**src/rtl/ones_counter_seq.sv**
```systemverilog
// Sequential population counter: BITS_PER_CYCLE bits per clock under a start/busy/done handshake.
// Optional registered strict-majority output enabled by defining ONES_COUNTER_MAJORITY_EN.
module ones_counter_seq #(
  parameter int unsigned WIDTH          = 8,
  parameter int unsigned BITS_PER_CYCLE = 1,
  parameter int unsigned CW             = $clog2(WIDTH + 1)
) (
  input  logic             clk,
  input  logic             rst,
  input  logic             start,
  input  logic [WIDTH-1:0] din,
  output logic             busy,
  output logic             done,
  output logic [CW-1:0]    count
`ifdef ONES_COUNTER_MAJORITY_EN
  ,
  output logic             majority
`endif
);

  localparam int unsigned N  = WIDTH / BITS_PER_CYCLE;
  localparam int unsigned BW = (N > 1) ? $clog2(N) : 1;
  localparam int unsigned PW = $clog2(BITS_PER_CYCLE + 1);

  localparam logic [1:0] IDLE  = 2'd0;
  localparam logic [1:0] COUNT = 2'd1;
  localparam logic [1:0] DONE  = 2'd2;

  generate
    if (WIDTH < 1) begin : g_bad_width
      $error("ones_counter_seq: WIDTH must be >= 1");
    end
    if (BITS_PER_CYCLE < 1 || BITS_PER_CYCLE > WIDTH || (WIDTH % BITS_PER_CYCLE) != 0) begin : g_bad_bpc
      $error("ones_counter_seq: BITS_PER_CYCLE must divide WIDTH exactly");
    end
  endgenerate

  logic [1:0]       state;
  logic [WIDTH-1:0] shreg;
  logic [CW-1:0]    acc;
  logic [BW-1:0]    beat;
  logic [PW-1:0]    part;
  logic [CW-1:0]    sum;
  logic             last;

  // Popcount of the low slice about to be shifted out this beat.
  always_comb begin
    part = '0;
    for (int unsigned i = 0; i < BITS_PER_CYCLE; i++) begin
      part = part + PW'(shreg[i]);
    end
  end

  always_comb begin
    sum  = acc + CW'(part);
    last = (beat == BW'(N - 1));
    busy = (state != IDLE);
    done = (state == DONE);
  end

  always_ff @(posedge clk) begin
    if (rst) begin
      state <= IDLE;
      shreg <= '0;
      acc   <= '0;
      beat  <= '0;
      count <= '0;
`ifdef ONES_COUNTER_MAJORITY_EN
      majority <= 1'b0;
`endif
    end else begin
      case (state)
        IDLE: begin
          if (start) begin
            shreg <= din;
            acc   <= '0;
            beat  <= '0;
            state <= COUNT;
          end
        end
        COUNT: begin
          acc   <= sum;
          shreg <= shreg >> BITS_PER_CYCLE;
          beat  <= beat + 1'b1;
          if (last) begin
            count <= sum;
`ifdef ONES_COUNTER_MAJORITY_EN
            majority <= (sum > CW'(WIDTH / 2));
`endif
            state <= DONE;
          end
        end
        DONE:    state <= IDLE;
        default: state <= IDLE;
      endcase
    end
  end

endmodule

```
**config.mk**
```make
export PLATFORM = sky130hd
export DESIGN_NAME = ones_counter_seq
export DESIGN_NICKNAME = d
export VERILOG_FILES = /design/src/rtl/ones_counter_seq.sv
export SDC_FILE = /design/constraint.sdc
export NUM_CORES = 1
export LEC_CHECK = 0
export BUFFER_PORTS_ARGS = -buffer_cell sky130_fd_sc_hd__buf_2
export CAP_MARGIN = 20
export CORE_MARGIN = 2
export CORE_UTILIZATION = 45
export CTS_BUF_LIST = sky130_fd_sc_hd__clkbuf_8 sky130_fd_sc_hd__clkbuf_16
export DETAILED_ROUTE_END_ITERATION = 6
export PLACE_DENSITY = 0.76
export SETUP_SLACK_MARGIN = 0.05
export SYNTH_ARGS = -nofsm -noshare
export SYNTH_HDL_FRONTEND = slang
export SYNTH_SLANG_ARGS = --single-unit
```
**constraint.sdc**
```tcl
create_clock -name clk -period 1.5 [get_ports clk]
set_input_delay 0.075 -clock clk [delete_from_list [all_inputs] [get_ports clk]]
set_output_delay 0.075 -clock clk [all_outputs]
set_load 0.02 [all_outputs]
```
; After elaboration in Yosys (flattened, before gate mapping)
; Cells that the tools add are included.
[word_totals]
register_bits = 21
in_bits = 11
wordCells = 27
[classes]
n_addsub = 2
eq_ne = 5
mux = 9
reduce_logical = 6
[ops]
columns = op, n
row1 = $pmux W8 S2, 1
row2 = $mux W8, 1
row3 = $pmux W4 S2, 1
row4 = $pmux W3 S2, 1
row5 = $reduce_and A2 Y1, 3
row6 = $add A4 B1 Y4, 1
row7 = $mux W2, 2
row8 = $mux W4, 1
row9 = $ne A2 B2 Y1 const B, 2
row10 = $pmux W2 S2, 1
row11 = $reduce_bool A2 Y1, 2
row12 = $add A3 B1 Y3 const B, 1
row13 = $eq A3 B3 Y1 const B, 1
row14 = $mux W3, 1
row15 = $eq A2 B1 Y1 const B, 1
row16 = $eq A2 B2 Y1 const B, 1
row17 = $logic_not A2 Y1, 1

; Depth between registers and ports, before layout
[logic_depth]
word_depth = 3
ltp_mapped = 6
ltp_nobuf = 5

; Least setup slack after synthesis
; No wires, ideal clock.
[synth_timing]
kind = register to register
startpoint = register beat[0]
endpoint = register count[0]
arrival_time_ns = 1.139
required_ns = 1.372
slack_ns = 0.233
path_stages_with_launch = 7
n_path_buf = 1
synth_period_minus_slack_ns = 1.267
path_cell_list = dfxtp_1 -> ha_1 -> ha_1 -> and3b_1 -> buf_2 -> mux2i_1 -> nor2_1
[synth_via]
elab_chain_cells = 2
[synth_lines]
columns = element, line
row1 = start: declaration, 41  ; logic [BW-1:0] beat;
row2 = start signal: assignment, 84  ; beat <= beat + 1'b1;
row3 = $eq A3 B3 Y1, 56  ; last = (beat == BW'(N - 1));
row4 = $reduce_and A2 Y1 (no source line), --
row5 = end signal: assignment, 86  ; count <= sum;
row6 = end: declaration, 14  ; output logic [CW-1:0] count
; Every way passes these cells.
; A chain may end at the register's enable or synchronous reset.

; Worst setup path after layout
[layout_timing]
startpoint = register shreg[0]
endpoint = register acc[3]
[layout_via]
elab_chain_cells = 2
[layout_lines]
columns = element, line
row1 = start: declaration, 39  ; logic [WIDTH-1:0] shreg;
row2 = start signal: assignment, 75  ; shreg <= din;
row3 = start signal: assignment, 83  ; shreg <= shreg >> BITS_PER_CYCLE;
row4 = $add A4 B1 Y4, 55  ; sum = acc + CW'(part);
row5 = $pmux W4 S2, 72  ; case (state)
row6 = end signal: assignment, 82  ; acc <= sum;
row7 = end: declaration, 40  ; logic [CW-1:0] acc;
; Every way passes these cells.

==> impl_metrics.csv <==
group,metric,value,unit
outcome,outcome,"complete, no violations",
logic_synthesis,netlist_area,933.4,µm²
placement,place_area,1033,µm²
logic_synthesis,synth_xor_area_share,1.877,%
logic_synthesis,muxShareOfSynthArea,3.217,%
cts,cts_sinks,21,
cells_and_area,syn_to_final_growth,16.35,%
sta,hold_slack,0.1241,ns
sta,worst_slew_pin_slew,0.3586,ns
grt,grt_max_degree,14,
cells_and_area,drive_gt1_share,23.53,%
logic_synthesis,synthFlopType,"dfxtp_1",
logic_synthesis,ys_top_cells_by_count,"dfxtp_1, nor2_1, a21oi_1, o21ai_0, nand2_1",
power,p_leak,0.4560,nW
critical_path,worst_setup_path_end_kind,"register",
power,p_comb_share,10.5,%
grt,overflow,0,
cts,root_buffer,"clkbuf_8",
cts,numCtsBuffers,3,
logic_synthesis,ys_seq_elements,21,
detailed_routing,ant_nets,0,
logic_synthesis,synthDistinctLibCells,30,
cells_and_area,final_area,1086,µm²
logic_synthesis,ys_top_cells_by_area,"dfxtp_1, nor2_1, ha_1",
grt,grt_usage,16.19,%
cts,clk_latency,0.26,ns
sta,skew,0.001830,ns
sta,final_max_slew_viol_count,0,
job,drv_cap,0,
die,initial_core_util,47.58,%
logic_synthesis,synth-async-reset-ratio,0,%
cts,cts.path.max_buffers,2,
logic_synthesis,synth_area_leader_cell,"dfxtp_1",
critical_path,crit_arrival,1.51,ns
detailed_routing,drt_iter0_drc,7,
sta,fin_crit,1.321,ns
placement,place_ws,0.1369,ns
logic_synthesis,synth-compound-area-share,25.07,%
logic_synthesis,seq_area_frac_synth,45.04,%
power,net-switching-power,0.2522,mW
cts,ctsResizeCount,0,
critical_path,cp_max_fo,3,
sta,finalSetupViolCount,0,
grt,grt_pass1_vias,717,
cells_and_area,nets,135,
power,total_power,1.068,mW
sta,finalHoldViolCount,0,
logic_synthesis,yosys.area_share.simple,15.55,%
logic_synthesis,post_synth_fa_ha_maj_area_fraction,5.362,%
die,core_area,1962,µm²
die,die_w,49.55,µm
logic_synthesis,synth_nets,118,
detailed_routing,drtPass1Iterations,4,
sta,min_period_over_period,88.04,%
detailed_routing,wl,1829,µm
die,die_area,2455,µm²
sta,rsz0062_at_grt,"false",
die,std_cell_rows,16,
detailed_routing,avgRoutedWirePerCell,12.53,µm
placement,place.gp.congestion,0.7921,
cts,cts_tree,"done",
cts,post-cts-setup-buffers,0,
cells_and_area,antenna_cells,0,
cts,ctsHoldBuffers,0,
power,p_int,0.8156,mW
grt,antenna_found_initial,0,
detailed_routing,drc,0,
detailed_routing,vias,783,
logic_synthesis,synth_edf_count,0,
power,seq_power_share,55.9,%
grt,grt_pass1_wl,3049,µm
power,peakVddDrop,0.6231,mV
logic_synthesis,syn_inst,103,
sta,finalWorstSetupSlack,0.1794,ns
power,power_density,983.2,nW/µm²
critical_path,worstSetupStartpointType,"register",
logic_synthesis,synth_top_area_share,45.04,%
critical_path,critPathKind,"reg -> reg",
die,die_y,49.55,µm
critical_path,ff2ff_setup_slack,0.18,ns
critical_path,worstPathRequired,1.69,ns
logic_synthesis,synth_top_family_by_area,"compound AO/OA/AOI/OAI gates",
logic_synthesis,syn_avg_cell_area,9.062,µm²
logic_synthesis,ys_warn_count,0,
power,clkPwrFrac,33.7,%
sta,clock.fmax,757.2,MHz
sta,relSlewSlack,76.08,%
detailed_routing,via_per_inst,5.363,
die,ios,17,
cts,clk_pin_slew,0.07,ns
sta,setup_tns,0,ns
worst_hold_path,hp-class,"in -> reg",
placement,port_buffers,16,
logic_synthesis,synthMostInstantiatedCell,"dfxtp_1",
placement,dpl.hpwl,1339,µm
cts,cts_htree_levels,1,
power,p_sw_share,23.62,%
## power groups by stage
stage / sequential [mW] / combinational [mW] / clock [mW]
floorplan: 0.604 / 0.0806 / 0
global placement: 0.608 / 0.108 / 0
detailed placement: 0.609 / 0.112 / 0
CTS: 0.596 / 0.112 / 0.373
global route: 0.598 / 0.127 / 0.393
finish: 0.596 / 0.112 / 0.359
## worst paths after layout
| check | startpoint | end | depth (start not counted) |
|---|---|---|---|
| min reg2reg | acc[0] | acc[0] | 2 |
| max | shreg[0] | acc[3] | 4 |
| max reg2reg | shreg[0] | acc[3] | 4 |
| min | din[5] | shreg[5] | 3 |
## through the flow
| stage | std cells | utilization, % |
|---|---|---|
| after global placement | 142 | 52.68 |
| after CTS | 146 | 55.04 |
| after global routing | 146 | 55.36 |
| final | 146 | 55.36 |
| after detailed placement | 142 | 52.68 |
| after floorplan | 103 | - |
## sequential cells by signal, summed over array words and instances, names as in the netlist
signal,count
shreg,8
acc,4
count,4
beat,3
state,2
## cell families after synthesis
group / count (synthesis)
AOI/OAI and AO/OA: 36
and+or+nand+nor: 28
DFF: 21
buffers and inverters: 9
adders and majority gates: 4
muxes: 3
xor gates and xnor gates: 2
## routing by layer
layer  track usage, %  share of wire, %  routed length, µm
met1            18.29                46                837
met5                0                 0                  0
met2            28.67                48                883
met4            6.944               1.2                 22
met3            3.939               4.6                 85
## placed cells by master (no fill, tap or decap)
master,count
nand3_1,1
mux2i_1,3
a21oi_1,9
o21ba_2,1
o22ai_1,4
nor3b_1,1
xnor2_1,1
a211oi_1,2
nand3_2,1
and3b_2,1
nor2_1,14
buf_2,16
dfxtp_1,20
o211ai_1,1
o21ai_0,9
a32o_1,1
nand2b_1,1
a22oi_1,4
nand2_1,5
o2bb2ai_1,4
buf_4,1
or4b_1,1
ha_1,4
xor2_1,1
nor2b_1,1
and2_1,1
clkinvlp_4,1
nor2b_4,1
clkbuf_8,3
dfxtp_2,1
inv_1,3
o21bai_2,1
clkinv_2,1
## worst max-delay path, cell delays in order, from the launching register on
cell and delay (ns):
dfxtp_1 0.35, ha_1 0.19, nand3_2 0.10, or4b_1 0.52, o211ai_1 0.09
## cell type report
class                           instances  area, µm²
Clock inverter                          1      5.005
Sequential cell                        21      421.7
Clock buffer                            3      41.29
Inverter                                4      18.77
Timing Repair Buffer                   17      87.58
Fill cell                             198      875.8
Tap cell                               27      33.78
Multi-Input combinational cell         73      478.0
No activity file was read; power rests on OpenSTA's default activity.
